### config.mk
export PLATFORM = sky130hd
export DESIGN_NAME = uart_rx
export DESIGN_NICKNAME = d
export VERILOG_FILES = /design/src/rtl/uart_rx_pkg.sv /design/src/rtl/uart_rx_sync.sv /design/src/rtl/uart_rx.sv
export SDC_FILE = /design/constraint.sdc
export NUM_CORES = 1
export LEC_CHECK = 0
export ABC_CLOCK_PERIOD_IN_PS = 3600
export BUFFER_PORTS_ARGS = -buffer_cell sky130_fd_sc_hd__buf_2
export CORE_MARGIN = 2
export CORE_UTILIZATION = 35
export DETAILED_ROUTE_END_ITERATION = 16
export PLACE_DENSITY = 0.54
export SLEW_MARGIN = 20
export SYNTH_ARGS = -nofsm -noshare
export SYNTH_HDL_FRONTEND = slang
export SYNTH_SLANG_ARGS = --single-unit
### constraint.sdc
create_clock -name uart_clk -period 3.6 [get_ports uart_clk]
set_clock_uncertainty 0.2 [all_clocks]
set_input_delay 0 -clock uart_clk [delete_from_list [all_inputs] [get_ports uart_clk]]
set_output_delay 0 -clock uart_clk [all_outputs]
set_load 0.01 [all_outputs]
### src/rtl/uart_rx_pkg.sv
// Shared types for the UART receiver: byte type, single-bit type and receiver FSM states.
package uart_rx_pkg;

  localparam int unsigned UART_DATA_BITS = 8;

  typedef logic bit_t;
  typedef logic [UART_DATA_BITS-1:0] fifo_in;

  typedef enum logic [2:0] {
    IDLE,
    START,
    DATA,
    PARITY,
    STOP,
    BREAK
  } uart_rx_state_e;

  // Returns 1 when the byte holds an odd number of ones (the even-parity bit value).
  function automatic bit_t even_parity(input fifo_in d);
    return ^d;
  endfunction

endpackage

### src/rtl/uart_rx_sync.sv
// Two-flop synchronizer for the asynchronous serial line; resets to the idle (high) level.
module uart_rx_sync (
  input  logic clk_i,
  input  logic rst_ni,
  input  logic d_i,
  output logic q_o
);

  logic meta_q;
  logic sync_q;

  always_ff @(posedge clk_i or negedge rst_ni) begin
    if (!rst_ni) begin
      meta_q <= 1'b1;
      sync_q <= 1'b1;
    end else begin
      meta_q <= d_i;
      sync_q <= meta_q;
    end
  end

  assign q_o = sync_q;

endmodule

### src/rtl/uart_rx.sv
// 8N1 UART receiver with optional even parity; writes good bytes into a FIFO write port
// and keeps sticky framing, parity and overrun flags.
module uart_rx
  import uart_rx_pkg::*;
#(
  parameter int unsigned CLK_PER_BIT = 16,
  parameter bit          PARITY_EN   = 1'b0
) (
  input  logic   uart_clk,
  input  logic   reset,
  input  logic   serial_in,
  input  logic   full,
  input  logic   clear_errors,
  output fifo_in datainput,
  output logic   push,
  output logic   framing_error,
  output logic   parity_error,
  output logic   overrun
);

  localparam int unsigned CntW = $clog2(CLK_PER_BIT);
  localparam int unsigned IdxW = $clog2(UART_DATA_BITS);
  localparam logic [CntW-1:0] HalfLast = CntW'(CLK_PER_BIT / 2 - 1);
  localparam logic [CntW-1:0] BitLast  = CntW'(CLK_PER_BIT - 1);
  localparam logic [IdxW-1:0] IdxLast  = IdxW'(UART_DATA_BITS - 1);

  bit_t rx_s;

  uart_rx_sync u_sync (
    .clk_i  (uart_clk),
    .rst_ni (reset),
    .d_i    (serial_in),
    .q_o    (rx_s)
  );

  uart_rx_state_e  state_q, state_d;
  logic [CntW-1:0] cnt_q, cnt_d;
  logic [IdxW-1:0] idx_q, idx_d;
  fifo_in          shift_q, shift_d;
  fifo_in          data_q, data_d;
  logic            par_bad_q, par_bad_d;
  logic            push_q, push_d;
  logic            fe_q, fe_d;
  logic            pe_q, pe_d;
  logic            ov_q, ov_d;

  always_comb begin
    state_d   = state_q;
    cnt_d     = cnt_q;
    idx_d     = idx_q;
    shift_d   = shift_q;
    data_d    = data_q;
    par_bad_d = par_bad_q;
    push_d    = 1'b0;
    // Clear first so that a flag set in the same cycle takes precedence.
    fe_d      = fe_q & ~clear_errors;
    pe_d      = pe_q & ~clear_errors;
    ov_d      = ov_q & ~clear_errors;

    unique case (state_q)
      IDLE: begin
        if (!rx_s) begin
          state_d = START;
          cnt_d   = '0;
        end
      end
      START: begin
        if (cnt_q == HalfLast) begin
          cnt_d = '0;
          if (rx_s) begin
            state_d = IDLE;
          end else begin
            state_d   = DATA;
            idx_d     = '0;
            par_bad_d = 1'b0;
          end
        end else begin
          cnt_d = cnt_q + 1'b1;
        end
      end
      DATA: begin
        if (cnt_q == BitLast) begin
          cnt_d   = '0;
          shift_d = {rx_s, shift_q[UART_DATA_BITS-1:1]};
          if (idx_q == IdxLast) begin
            state_d = PARITY_EN ? PARITY : STOP;
          end else begin
            idx_d = idx_q + 1'b1;
          end
        end else begin
          cnt_d = cnt_q + 1'b1;
        end
      end
      PARITY: begin
        if (cnt_q == BitLast) begin
          cnt_d     = '0;
          par_bad_d = even_parity(shift_q) ^ rx_s;
          state_d   = STOP;
        end else begin
          cnt_d = cnt_q + 1'b1;
        end
      end
      STOP: begin
        if (cnt_q == BitLast) begin
          cnt_d   = '0;
          state_d = IDLE;
          if (!rx_s) begin
            fe_d    = 1'b1;
            state_d = BREAK;
          end else if (par_bad_q) begin
            pe_d = 1'b1;
          end else if (full) begin
            ov_d = 1'b1;
          end else begin
            push_d = 1'b1;
            data_d = shift_q;
          end
        end else begin
          cnt_d = cnt_q + 1'b1;
        end
      end
      BREAK: begin
        if (rx_s) begin
          state_d = IDLE;
        end
      end
      default: state_d = IDLE;
    endcase
  end

  always_ff @(posedge uart_clk or negedge reset) begin
    if (!reset) begin
      state_q   <= IDLE;
      cnt_q     <= '0;
      idx_q     <= '0;
      shift_q   <= '0;
      data_q    <= '0;
      par_bad_q <= 1'b0;
      push_q    <= 1'b0;
      fe_q      <= 1'b0;
      pe_q      <= 1'b0;
      ov_q      <= 1'b0;
    end else begin
      state_q   <= state_d;
      cnt_q     <= cnt_d;
      idx_q     <= idx_d;
      shift_q   <= shift_d;
      data_q    <= data_d;
      par_bad_q <= par_bad_d;
      push_q    <= push_d;
      fe_q      <= fe_d;
      pe_q      <= pe_d;
      ov_q      <= ov_d;
    end
  end

  assign datainput     = data_q;
  assign push          = push_q;
  assign framing_error = fe_q;
  assign parity_error  = pe_q;
  assign overrun       = ov_q;

endmodule
======== Word-level counts from Yosys, hierarchy flattened ========
Cells that the tools add are included.
W data, S select, Z words.
storage, ports and cells
  bits in registers ....................... 33
  input bits .............................. 5
  output and inout bits ................... 12
  word-level logic and storage cells ...... 90
cells by class
  add/subtract/negate cells ............... 2
  equality and inequality tests ........... 17
  muxes and demuxes ....................... 40
  bitwise logic cells ..................... 7
  reductions and logical operators ........ 12
operator list
  kind                   number
  $mux W3                12
  $mux W1                20
  $pmux W3 S6            1
  $ne A2 B2 Y1 const B   8
  $mux W4                3
  $pmux W4 S3            1
  $reduce_and A5 Y1      2
  $eq A3 B3 Y1 const B   3
  $reduce_xor A8 Y1      1
  $reduce_and A7 Y1      1
  $eq A3 B2 Y1 const B   2
  $pmux W3 S2            1
  $add A4 B1 Y4 const B  1
  $eq A4 B3 Y1 const B   1
  $eq A4 B4 Y1 const B   1
  $reduce_and A2 Y1      2
  $reduce_and A4 Y1      1
  $reduce_bool A2 Y1     2
  $add A3 B1 Y3 const B  1
  $and A1 B1 Y1          3
  $eq A3 B1 Y1 const B   1
  $logic_not A3 Y1       1
  $not A1 Y1             3
  $reduce_bool A3 Y1     1
  5 further kinds        5

======== Logic depth before layout (Yosys ltp) ========
Gate-level depths: netlist of run 1.
  depth after elaboration ................. 7
  gate-level depth with buffers ........... 6

======== Hierarchy ========
A second synthesis of run 1 with hierarchy kept.
unflattened totals
  cell total of the unflattened synthesis .. 135
  area total of the unflattened synthesis .. 1617.8 µm²
by module, submodules not included
  module        times used  cells each  area an instance (µm²)  sequential area each (µm²)
  uart_rx       1           133         1565.3                  775.7
  uart_rx_sync  1           2           52.6                    52.6

======== Worst setup path after synthesis of run 1 ========
No wires, ideal clock.
  kind .................................... flip-flop to flip-flop
  start ................................... register cnt_q[0]
  end ..................................... register data_q[1] (netlist: datainput[1])
  library setup time ...................... 125 ps
  arrival ................................. 1610 ps
  path slack .............................. 1665 ps
  cell stages (with the launch flop) ...... 7
  clock period less this slack ............ 1935 ps
  cells stage by stage .................... dfrtp_1 > ha_1 > nand3_2 > nor4_4 > and4bb_1 > buf_6 > mux2_2
between the ends
  longest elaborated chain between the ends .. 2
ends and longest elaborated chain
  element                             RTL line        text
  start, declared                     uart_rx.sv:37   logic [CntW-1:0] cnt_q, cnt_d;
  start signal, assigned              uart_rx.sv:145  cnt_q <= cnt_d;
  $eq A4 B4 Y1                        uart_rx.sv:104  if (cnt_q == BitLast) begin
  $reduce_and A5 Y1 (no source line)  --
  end signal, assigned                uart_rx.sv:148  data_q <= data_d;
  end, declared                       uart_rx.sv:40   fifo_in data_q, data_d;
Every way passes these cells.
A chain may end at the register's enable or synchronous reset.

======== Worst setup path in the final report of run 1 ========
  start ................................... register state_q[2]
  end ..................................... register data_q[3] (netlist: datainput[3])
between the ends
  longest elaborated chain between the ends .. 2
ends and longest elaborated chain
  element                             RTL line        text
  start, declared                     uart_rx.sv:36   uart_rx_state_e state_q, state_d;
  start signal, assigned              uart_rx.sv:144  state_q <= state_d;
  $eq A3 B3 Y1                        uart_rx.sv:60   unique case (state_q)
  $reduce_and A5 Y1 (no source line)  --
Every way passes these cells.

==> results by group, run 1 <==
Pwr
  • Lkg Pwr: 0.890 nW
  • Internal power: ~0.00066 W
  • VDD IR-drop max: roughly 250 uV
  • Clock power frac: 26.0%
  • Net Sw Frac: around 34%
  • Switch Pwr: roughly 0.00034 W
  • Pwr Density: ~540 nW/um^2
  • Comb power frac: between 20% and 30%
  • Seq pwr share: about 49%

Placed design
  • RePlAce Congestion: roughly 0.75
  • Placed cells: about 190
  • DP HPWL: 1940 um
  • IO Port Bufs: 16
  • Placed Area: approximately 1700 sq um

Global routing
  • Total grt overflow: 0
  • Number of global-route vias before repair: roughly 1000
  • GRT Overall Usage: 12.6%
  • Largest net degree at the start of global routing: 34
  • First-pass GRT wire length: roughly 5100 um
  • Initial antenna violation count: 0

Clocking
  • Clock-pin slew of the registers on the worst-case setup and hold paths: 70 ps
  • Root buffer cell: clkbuf_8
  • H-tree Lvls: 2
  • Total CTS buffers: 5
  • CTS max path bufs: 2
  • Clock latency on the worst-skew pair: 280 ps
  • CTS tree: done
  • Setup repair bufs after CTS: 0
  • TritonCTS Sinks: 33

Logic synthesis
  • Seq cells post-synth: 33
  • Synth area leaders: dfrtp_1, mux2_2, dfstp_2, ha_1, xnor2_1
  • Cell Area, Synth: about 1600 sq um
  • Mapped Nets: roughly 140
  • Gate Count Post-Synth: ~130
  • Unique cell type count in the Yosys netlist: 43
  • Post-synth EDFFs: 0
  • Top FF cell, synth: dfrtp_1
  • Post-Syn Area per Cell: approximately 13 sq um
  • FFs w/ async S/R, synth: 100%
  • Share of the synthesized area in the top cell type: between 40% and 50%
  • YS warnings: 0
  • Sequential area share after synthesis: 51.6%
  • Synth area leader: dfrtp_1

Detailed routing
  • Via count: approximately 1000
  • DRT iter0 DRCs: 83
  • Avg Vias per Cell: around 5.0
  • Drt pass-1 iters: 4
  • Drt total wl: 2830 um
  • Routed Antenna Nets: 0
  • # DRC: 0
  • Routed len/inst: about 14 um

Setup path
  • Critical path's largest stage delay: slightly above 600 ps
  • Worst setup EP type: register
  • CP Max Fanout: 14
  • Critical Path AT: roughly 2300 ps
  • Critical Path Slowest Stage Cell: dfrtp_1
  • Crit path launch type: register
  • Bufs and invs on worst path: 1
  • Reg2Reg Setup Slack: 1230 ps
  • Critical path required time: around 3600 ps
  • CP Cell Sequence: inv_2 > nor4_4 > and4bb_1 > mux2_2
  • Worst setup path class: reg -> reg
  • Crit-path leading delay family: simple AND/OR/NAND/NOR gates

Floorplan
  • Core footprint: around 4400 sq um
  • Die area: slightly above 5000 sq um
  • Row count: 24
  • Die X: roughly 70 um
  • Die Y: a little over 70 um
  • Ports: 17
  • Initial Util: between 30% and 40%

Cells and area
  • Commonest non-fill, non-tap cell in the layout: dfrtp_1
  • Ratio of cells with drive above 1 in the final layout: between 30% and 40%
  • Final cell count without fillers: 201
  • Cell area after layout: ~1800 sq um
  • Commonest cells after routing, fill and taps aside: dfrtp_1, mux2_2, buf_2
  • N_diodes: 0
  • Area grow syn2layout: 14.2%
  • Post-Route Utilization: a little over two fifths
  • NumNets Final: approximately 160
  • # fillers: between 400 and 500

Timing
  • RSZ-0062 raised after global routing: no
  • Slew Viols, Final: 0
  • Fin crit share: about two thirds
  • TNS Setup: 0 ps
  • Endpoints failing setup: 0
  • Slew @ Worst Pin: approximately 720 ps
  • Final hold viol count: 0
  • Slew headroom: 52.1%
  • Post-layout min period: about 2400 ps
  • Max frequency: between 400 and 500 MHz

Job
  • Max_cap viols: 0

Outcome
  • Status: complete, no violations

Worst hold path
  • Hold Crit Class: in -> async
==> cell type report <==
type                    count  area (sq um)  area share, %
clock buffers               6          72.6           3.96
clock inverters             2          10.0          0.546
inverters                   6          22.5           1.23
multi-input cells          82           713           38.9
flip-flops and latches     33           828           45.2
well taps                  52          65.1           3.55
repair buffers             20           120           6.56
==> stage by stage <==
stage	setup WS (ps)	hold WS (ps)	power (W)
4_1_cts	1240	147	0.00101
5_1_grt	1080	162	0.00107
6_report	1230	107	0.000998
3_3_place_gp	1350	-113	0.000733
2_1_floorplan	1670	-496	0.000699
3_5_place_dp	1260	-93.8	0.000739
==> state kept, by name, summed over array words and instances, names as in the netlist <==
| name | flops |
|---|---|
| datainput | 8 |
| shift_q | 8 |
| state_q | 3 |
| par_bad_q | 1 |
| push | 1 |
| cnt_q | 4 |
| parity_error | 1 |
| idx_q | 3 |
| u_sync.q_o | 1 |
| framing_error | 1 |
| u_sync.meta_q | 1 |
| overrun | 1 |
==> cell usage after synthesis (3+ instances only) <==
master   instances
inv_1            5
mux2_2          18
mux2i_1          3
nand3_1          3
nand2_1          7
ha_1             3
xnor2_1          4
o21ai_0          5
nor2_1           3
a31oi_1          3
dfrtp_1         31
==> kinds of logic (layout without fill, tap and decap cells) <==
family                   count (synthesis)  after routing  share of synthesized area [%]
AO/OA/AOI/OAI                           22             22                           10.1
XOR/XNOR                                 7              7                           4.68
adder cells (fa/ha/maj)                  3              3                           2.34
buffers and inverters                   12             34                           3.90
flip-flops                              33             33                           51.6
multiplexers                            23             23                           15.9
AND/OR/NAND/NOR                         27             27                           11.4
==> final timing paths <==
path,depth (start not counted),from,endpoint
worst max-delay path,4,state_q[2],datainput[3]
worst min-delay path,2,reset,cnt_q[0]
worst max register to register,4,state_q[2],datainput[3]
worst min register to register,0,u_sync.meta_q,u_sync.q_o
max in group asynchronous,2,reset,state_q[1]
min in group uart_clk,0,u_sync.meta_q,u_sync.q_o
==> timing repair <==
item	CTS	global route
endpoints found under the setup margin	0	0
endpoints found under the hold margin	35	0
hold buffers	4	0
resized for setup	0	0
==> worst register-to-register path, stage by stage, from the launching register on <==
cell and delay [ps]:
dfrtp_1 610, inv_2 160, nor4_4 330, and4bb_1 550
mux2_2 400
==> metal layers <==
layer	global-route usage (%)	vias up	share of wire, %	wire (um)
li1	-	500	-	-
met1	18.7	487	53	1490
met2	17.9	15	43	1220
met3	3.52	2	3.5	99
met4	3.77	0	0.46	13
met5	0	-	0	0
==> power by group through the flow <==
| stage | sequential, W | combinational (W) | clock, W |
|---|---|---|---|
| finish | 0.000487 | 0.000252 | 0.000260 |
| global route | 0.000495 | 0.000289 | 0.000288 |
| CTS | 0.000485 | 0.000254 | 0.000270 |
| detailed placement | 0.000491 | 0.000248 | 0 |
| global placement | 0.000490 | 0.000243 | 0 |
| floorplan | 0.000437 | 0.000262 | 0 |
Note: power is estimated with default switching activity, not from simulation.
==> inputs of run 2 (changes only) <==
--- a/config.mk
+++ b/config.mk
@@ -5,12 +5,12 @@
 export SDC_FILE = /design/constraint.sdc
 export NUM_CORES = 1
 export LEC_CHECK = 0
-export ABC_CLOCK_PERIOD_IN_PS = 3600
+export ABC_CLOCK_PERIOD_IN_PS = 2100
 export BUFFER_PORTS_ARGS = -buffer_cell sky130_fd_sc_hd__buf_2
 export CORE_MARGIN = 2
 export CORE_UTILIZATION = 35
 export DETAILED_ROUTE_END_ITERATION = 16
-export PLACE_DENSITY = 0.54
+export PLACE_DENSITY = 0.56
 export SLEW_MARGIN = 20
 export SYNTH_ARGS = -nofsm -noshare
 export SYNTH_HDL_FRONTEND = slang
==> constraint.sdc (replaced) <==
create_clock -name uart_clk -period 2.1 [get_ports uart_clk]
set_clock_uncertainty 0.2 [all_clocks]
set_input_delay 0 -clock uart_clk [delete_from_list [all_inputs] [get_ports uart_clk]]
set_output_delay 0 -clock uart_clk [all_outputs]
set_load 0.01 [all_outputs]
==> results by group, run 2 (synthesized netlist as in run 1, its figures left out) <==
Clocking
  • CTS max path bufs: 2
  • H-tree Lvls: 2
  • Clock latency on the worst-skew pair: 290 ps
  • Setup repair bufs after CTS: 0
  • TritonCTS Sinks: 33
  • Clock-pin slew of the registers on the worst-case setup and hold paths: roughly 70 ps
  • Root buffer cell: clkbuf_8
  • Total CTS buffers: 5
  • CTS tree: done

Outcome
  • Status: complete, no violations

Detailed routing
  • Avg Vias per Cell: ~5
  • DRT iter0 DRCs: 73
  • DR WL met3: 125 um
  • Met2 wire length: 1420 um
  • Routed len/inst: around 14 um
  • Routed Antenna Nets: 0
  • M1 WL: approximately 1300 um
  • Drt pass-1 iters: 4
  • # DRC: 0
  • Via count: about 1100
  • Drt total wl: around 3000 um
  • Top Layer Used: met4

Setup path
  • Bufs and invs on worst path: 0
  • Worst setup EP type: register
  • Worst Reg2Reg Path Length in Cells: 5
  • CP Cell Sequence: ha_4 > nand3b_1 > a211o_1 > a32oi_2 > mux2_1
  • Worst Setup SP: cnt_q[0]
  • Reg2Reg Setup Slack: 120 ps
  • Worst setup path endpoint: state_q[1]
  • Critical path required time: between 2000 and 2500 ps
  • Worst r2r src: cnt_q[0]
  • Reg-to-Reg End: state_q[1]
  • Critical Path Slowest Stage Cell: dfrtp_1
  • Critical path's largest stage delay: around 400 ps
  • Worst setup path class: reg -> reg
  • Crit path launch type: register
  • Crit-path leading delay family: compound AO/OA/AOI/OAI gates
  • Critical Path AT: 1950 ps
  • Critical path depth: 5
  • CP Max Fanout: 5

Pwr
  • Pwr Density: 953 nW/um^2
  • Lkg Pwr: 0.939 nW
  • Power Total: 0.00183 W
  • VDD IR-drop max: roughly 300 uV

Job
  • Max_cap viols: 0

Placed design
  • RePlAce Congestion: 0.778
  • DP HPWL: just over 2000 um
  • IO Port Bufs: 16
  • Placed cells: just under 200

Timing
  • TNS Setup: 0 ps
  • RSZ-0062 raised after global routing: no
  • Slew Viols, Final: 0
  • Fin crit share: roughly 94%
  • Post-layout min period: 1980 ps
  • Endpoints failing setup: 0
  • Max frequency: between 500 and 600 MHz
  • Final hold viol count: 0
  • Slew @ Worst Pin: roughly 740 ps
  • Slew headroom: 50.5%

Cells and area
  • Post-Route Utilization: 43.9%
  • NumNets Final: about 170
  • N_diodes: 0
  • Final cell count without fillers: between 200 and 250
  • Ratio of cells with drive above 1 in the final layout: between 30% and 40%
  • Commonest cells after routing, fill and taps aside: dfrtp_1, mux2_2, buf_2
  • Commonest non-fill, non-tap cell in the layout: dfrtp_1
  • Area grow syn2layout: 19.9%

Floorplan
  • Die area: 5140 sq um
  • Die Y: 71.7 um
  • Initial Util: a little over a third
  • Die X: approximately 72 um
  • Row count: 24
  • Ports: 17
  • Core footprint: between 4000 and 5000 sq um

Global routing
  • Initial antenna violation count: 0
  • Total grt overflow: 0
  • GRT Overall Usage: approximately an eighth
  • Number of global-route vias before repair: 1129
  • First-pass GRT wire length: slightly above 5000 um
  • Largest net degree at the start of global routing: 34

Worst hold path
  • Hold Crit Class: in -> async
## run 2: cell types whose count changed in the layout (fill, tap and decap cells not counted)
| cell | before | now |
|---|---|---|
| clkinvlp_4 | 0 | 1 |
| buf_4 | 0 | 10 |
| ha_1 | 3 | 2 |
| clkbuf_1 | 1 | 0 |
| ha_4 | 0 | 1 |
## run 2: per-stage QoR
step	setup slack, ps	hold slack (ps)	cell area, sq um
after floorplan	165	-496	1600
after global placement	135	-94.7	1780
after detailed placement	91.6	-91.3	1780
after CTS	79.3	144	1910
after global routing	22.5	161	1920
final	121	119	1920
## run 2: layout make-up
type	count	area, sq um
fillers	402	2460
flip-flops and latches	33	828
multi-input cells	82	726
repair buffers	30	195
clock buffers	5	68.8
well taps	52	65.1
inverters	6	22.5
clock inverters	3	17.5
## run 2: worst min-delay path by stage
stage / start / end / slack, ps / cells past startpoint
2_1_floorplan: reset / cnt_q[0] / -500 / 0
3_3_place_gp: reset / state_q[0] / -90 / 1
3_5_place_dp: reset / idx_q[2] / -90 / 1
4_1_cts: reset / framing_error / 140 / 2
5_1_grt: serial_in / u_sync.meta_q / 160 / 2
6_report: reset / cnt_q[1] / 120 / 2
## run 2: power by group
group / leakage [nW] / switching [W] / total, W / internal, W
logic: 0.447 / 0.000274 / 0.000545 / 0.000271
registers: 0.448 / 0.000119 / 0.000815 / 0.000696
clock network: 0.0439 / 0.000243 / 0.000471 / 0.000229
total: 0.939 / 0.000636 / 0.00183 / 0.00120
## run 2: metal layers
metal	vias up	track usage (%)
met1	523	15.7
met5	-	0
met2	19	20.8
met3	5	4.92
met4	0	3.77
li1	529	-
## run 2: what timing repair did
| action | 4_1_cts | 5_1_grt |
|---|---|---|
| resized for setup | 0 | 2 |
| setup endpoints to repair | 0 | 9 |
| hold buffers | 4 | 0 |
| hold endpoints to repair | 35 | 0 |
## run 2: worst register-to-register path, stage by stage, from the launching register on
cell	delay, ps
dfrtp_1	400
ha_4	180
nand3b_1	120
a211o_1	390
a32oi_2	230
mux2_1	340
==> inputs of run 3 (changes only) <==
--- a/config.mk
+++ b/config.mk
@@ -5,12 +5,12 @@
 export SDC_FILE = /design/constraint.sdc
 export NUM_CORES = 1
 export LEC_CHECK = 0
-export ABC_CLOCK_PERIOD_IN_PS = 2100
+export ABC_CLOCK_PERIOD_IN_PS = 2200
 export BUFFER_PORTS_ARGS = -buffer_cell sky130_fd_sc_hd__buf_2
 export CORE_MARGIN = 2
 export CORE_UTILIZATION = 35
 export DETAILED_ROUTE_END_ITERATION = 16
-export PLACE_DENSITY = 0.56
+export PLACE_DENSITY = 0.54
 export SLEW_MARGIN = 20
 export SYNTH_ARGS = -nofsm -noshare
 export SYNTH_HDL_FRONTEND = slang
==> constraint.sdc (replaced) <==
create_clock -name uart_clk -period 2.2 [get_ports uart_clk]
set_clock_uncertainty 0.2 [all_clocks]
set_input_delay 0 -clock uart_clk [delete_from_list [all_inputs] [get_ports uart_clk]]
set_output_delay 0 -clock uart_clk [all_outputs]
set_load 0.01 [all_outputs]
==> results by group, run 3 (synthesized netlist as in run 1, its figures left out) <==
Setup path
  • Crit-path leading delay family: simple AND/OR/NAND/NOR gates
  • Critical path required time: 2160 ps
  • Critical path's largest stage delay: ~450 ps
  • Crit path launch type: register
  • Worst setup path class: reg -> reg
  • CP Cell Sequence: ha_4 > nand3_2 > nor4_4 > and4bb_1 > buf_4 > mux2_2
  • Critical Path Slowest Stage Cell: dfrtp_1
  • Critical Path AT: 2030 ps
  • Worst setup EP type: register
  • Bufs and invs on worst path: 1
  • CP Max Fanout: 9

Timing
  • Slew @ Worst Pin: roughly 760 ps
  • Post-layout min period: approximately 2100 ps
  • RSZ-0062 raised after global routing: no
  • Max frequency: between 400 and 500 MHz
  • Slew Viols, Final: 0
  • Slew headroom: between 40% and 50%
  • Endpoints failing setup: 0
  • TNS Setup: 0 ps
  • Fin crit share: a little over nine tenths
  • Final hold viol count: 0

Floorplan
  • Die Y: 71.7 um
  • Die X: slightly above 70 um
  • Row count: 24
  • Initial Util: ~37%
  • Core footprint: approximately 4400 sq um
  • Ports: 17
  • Die area: 5140 sq um

Placed design
  • RePlAce Congestion: 0.768
  • Placed cells: between 150 and 200
  • DP HPWL: 1980 um
  • IO Port Bufs: 16

Clocking
  • Total CTS buffers: 5
  • TritonCTS Sinks: 33
  • CTS max path bufs: 2
  • Clock latency on the worst-skew pair: 280 ps
  • Clock-pin slew of the registers on the worst-case setup and hold paths: around 70 ps
  • H-tree Lvls: 2
  • Root buffer cell: clkbuf_8
  • CTS tree: done

Detailed routing
  • # DRC: 0
  • DRT iter0 DRCs: 23
  • Routed Antenna Nets: 0
  • Drt pass-1 iters: 4
  • Via count: 1049
  • Routed len/inst: about 14 um
  • Drt total wl: 2880 um
  • Avg Vias per Cell: roughly 5

Global routing
  • First-pass GRT wire length: 4870 um
  • GRT Overall Usage: about an eighth
  • Number of global-route vias before repair: 1039
  • Initial antenna violation count: 0
  • Total grt overflow: 0
  • Largest net degree at the start of global routing: 34

Pwr
  • Pwr Density: about 920 nW/um^2
  • Lkg Pwr: approximately 0.92 nW
  • VDD IR-drop max: around 360 uV

Cells and area
  • N_diodes: 0
  • # fillers: 400
  • Area grow syn2layout: 17.6%
  • Ratio of cells with drive above 1 in the final layout: between 30% and 40%
  • Commonest non-fill, non-tap cell in the layout: dfrtp_1
  • Commonest cells after routing, fill and taps aside: dfrtp_1, mux2_2, buf_2
  • Final cell count without fillers: 204
  • NumNets Final: about 160

Outcome
  • Status: complete, no violations

Job
  • Max_cap viols: 0

Worst hold path
  • Hold Crit Class: in -> async
[run 3: cell types whose count changed in the layout (fill, tap and decap cells not counted)]
cell,change
clkbuf_8,+2
buf_4,-7
clkinvlp_4,-1
clkinv_2,-1
[run 3: routing by layer]
layer | track usage, % | vias up | share of wire, %
li1 | - | 511 | -
met1 | 16.0 | 511 | 49
met2 | 18.5 | 22 | 44
met3 | 4.08 | 5 | 5.1
met4 | 5.24 | 0 | 1.3
met5 | 0 | - | 0
[run 3: worst reg2reg max path, cell delays in order, from the launching register on]
cell	delay, ps
dfrtp_1	450
ha_4	190
nand3_2	130
nor4_4	220
and4bb_1	240
buf_4	180
mux2_2	350
[run 3: path summary, 6_finish.rpt]
path | to | start | slack [ps] | cells past startpoint
setup / recovery | datainput[7] | cnt_q[0] | 130 | 6
hold / removal | cnt_q[1] | reset | 110 | 2
setup reg to reg | datainput[7] | cnt_q[0] | 130 | 6
hold reg to reg | u_sync.q_o | u_sync.meta_q | 160 | 0
max in group asynchronous | datainput[3] | reset | 1190 | 2
min in group uart_clk | u_sync.q_o | u_sync.meta_q | 160 | 0
[run 3: cell type report]
cell class                 instances  area, sq um  share of cell area [%]
timing repair buffer              23          143                    7.56
clock inverter                     1         5.00                   0.265
multi-input combinational         82          726                    38.5
sequential                        33          828                    43.9
inverter                           6         22.5                    1.19
tap                               52         65.1                    3.45
clock buffer                       7         96.3                    5.11
[run 3: power breakdown]
part / leakage [nW] / internal [W] / total [W] / switching [W]
Clock: 0.0542 / 0.000283 / 0.000496 / 0.000214
Combinational: 0.413 / 0.000219 / 0.000455 / 0.000235
Sequential: 0.448 / 0.000665 / 0.000786 / 0.000121
[run 3: per-stage QoR]
stage | instance area [sq um] | hold slack, ps | total power, W | utilization, % | setup slack, ps
2_1_floorplan | 1600 | -496 | 0.00114 | - | 265
3_3_place_gp | 1730 | -107 | 0.00121 | 39.5 | 134
3_5_place_dp | 1730 | -93.8 | 0.00122 | 39.5 | 83.4
4_1_cts | 1870 | 141 | 0.00173 | 42.7 | 46.4
5_1_grt | 1890 | 162 | 0.00186 | 43.0 | 30.1
6_report | 1890 | 112 | 0.00174 | 43.0 | 131
[run 3: what timing repair did]
item	CTS	global route
buffers inserted	0	0
endpoints found under the hold margin	35	0
gates resized for setup	0	2
hold buffers	4	0
setup endpoints to repair	0	9
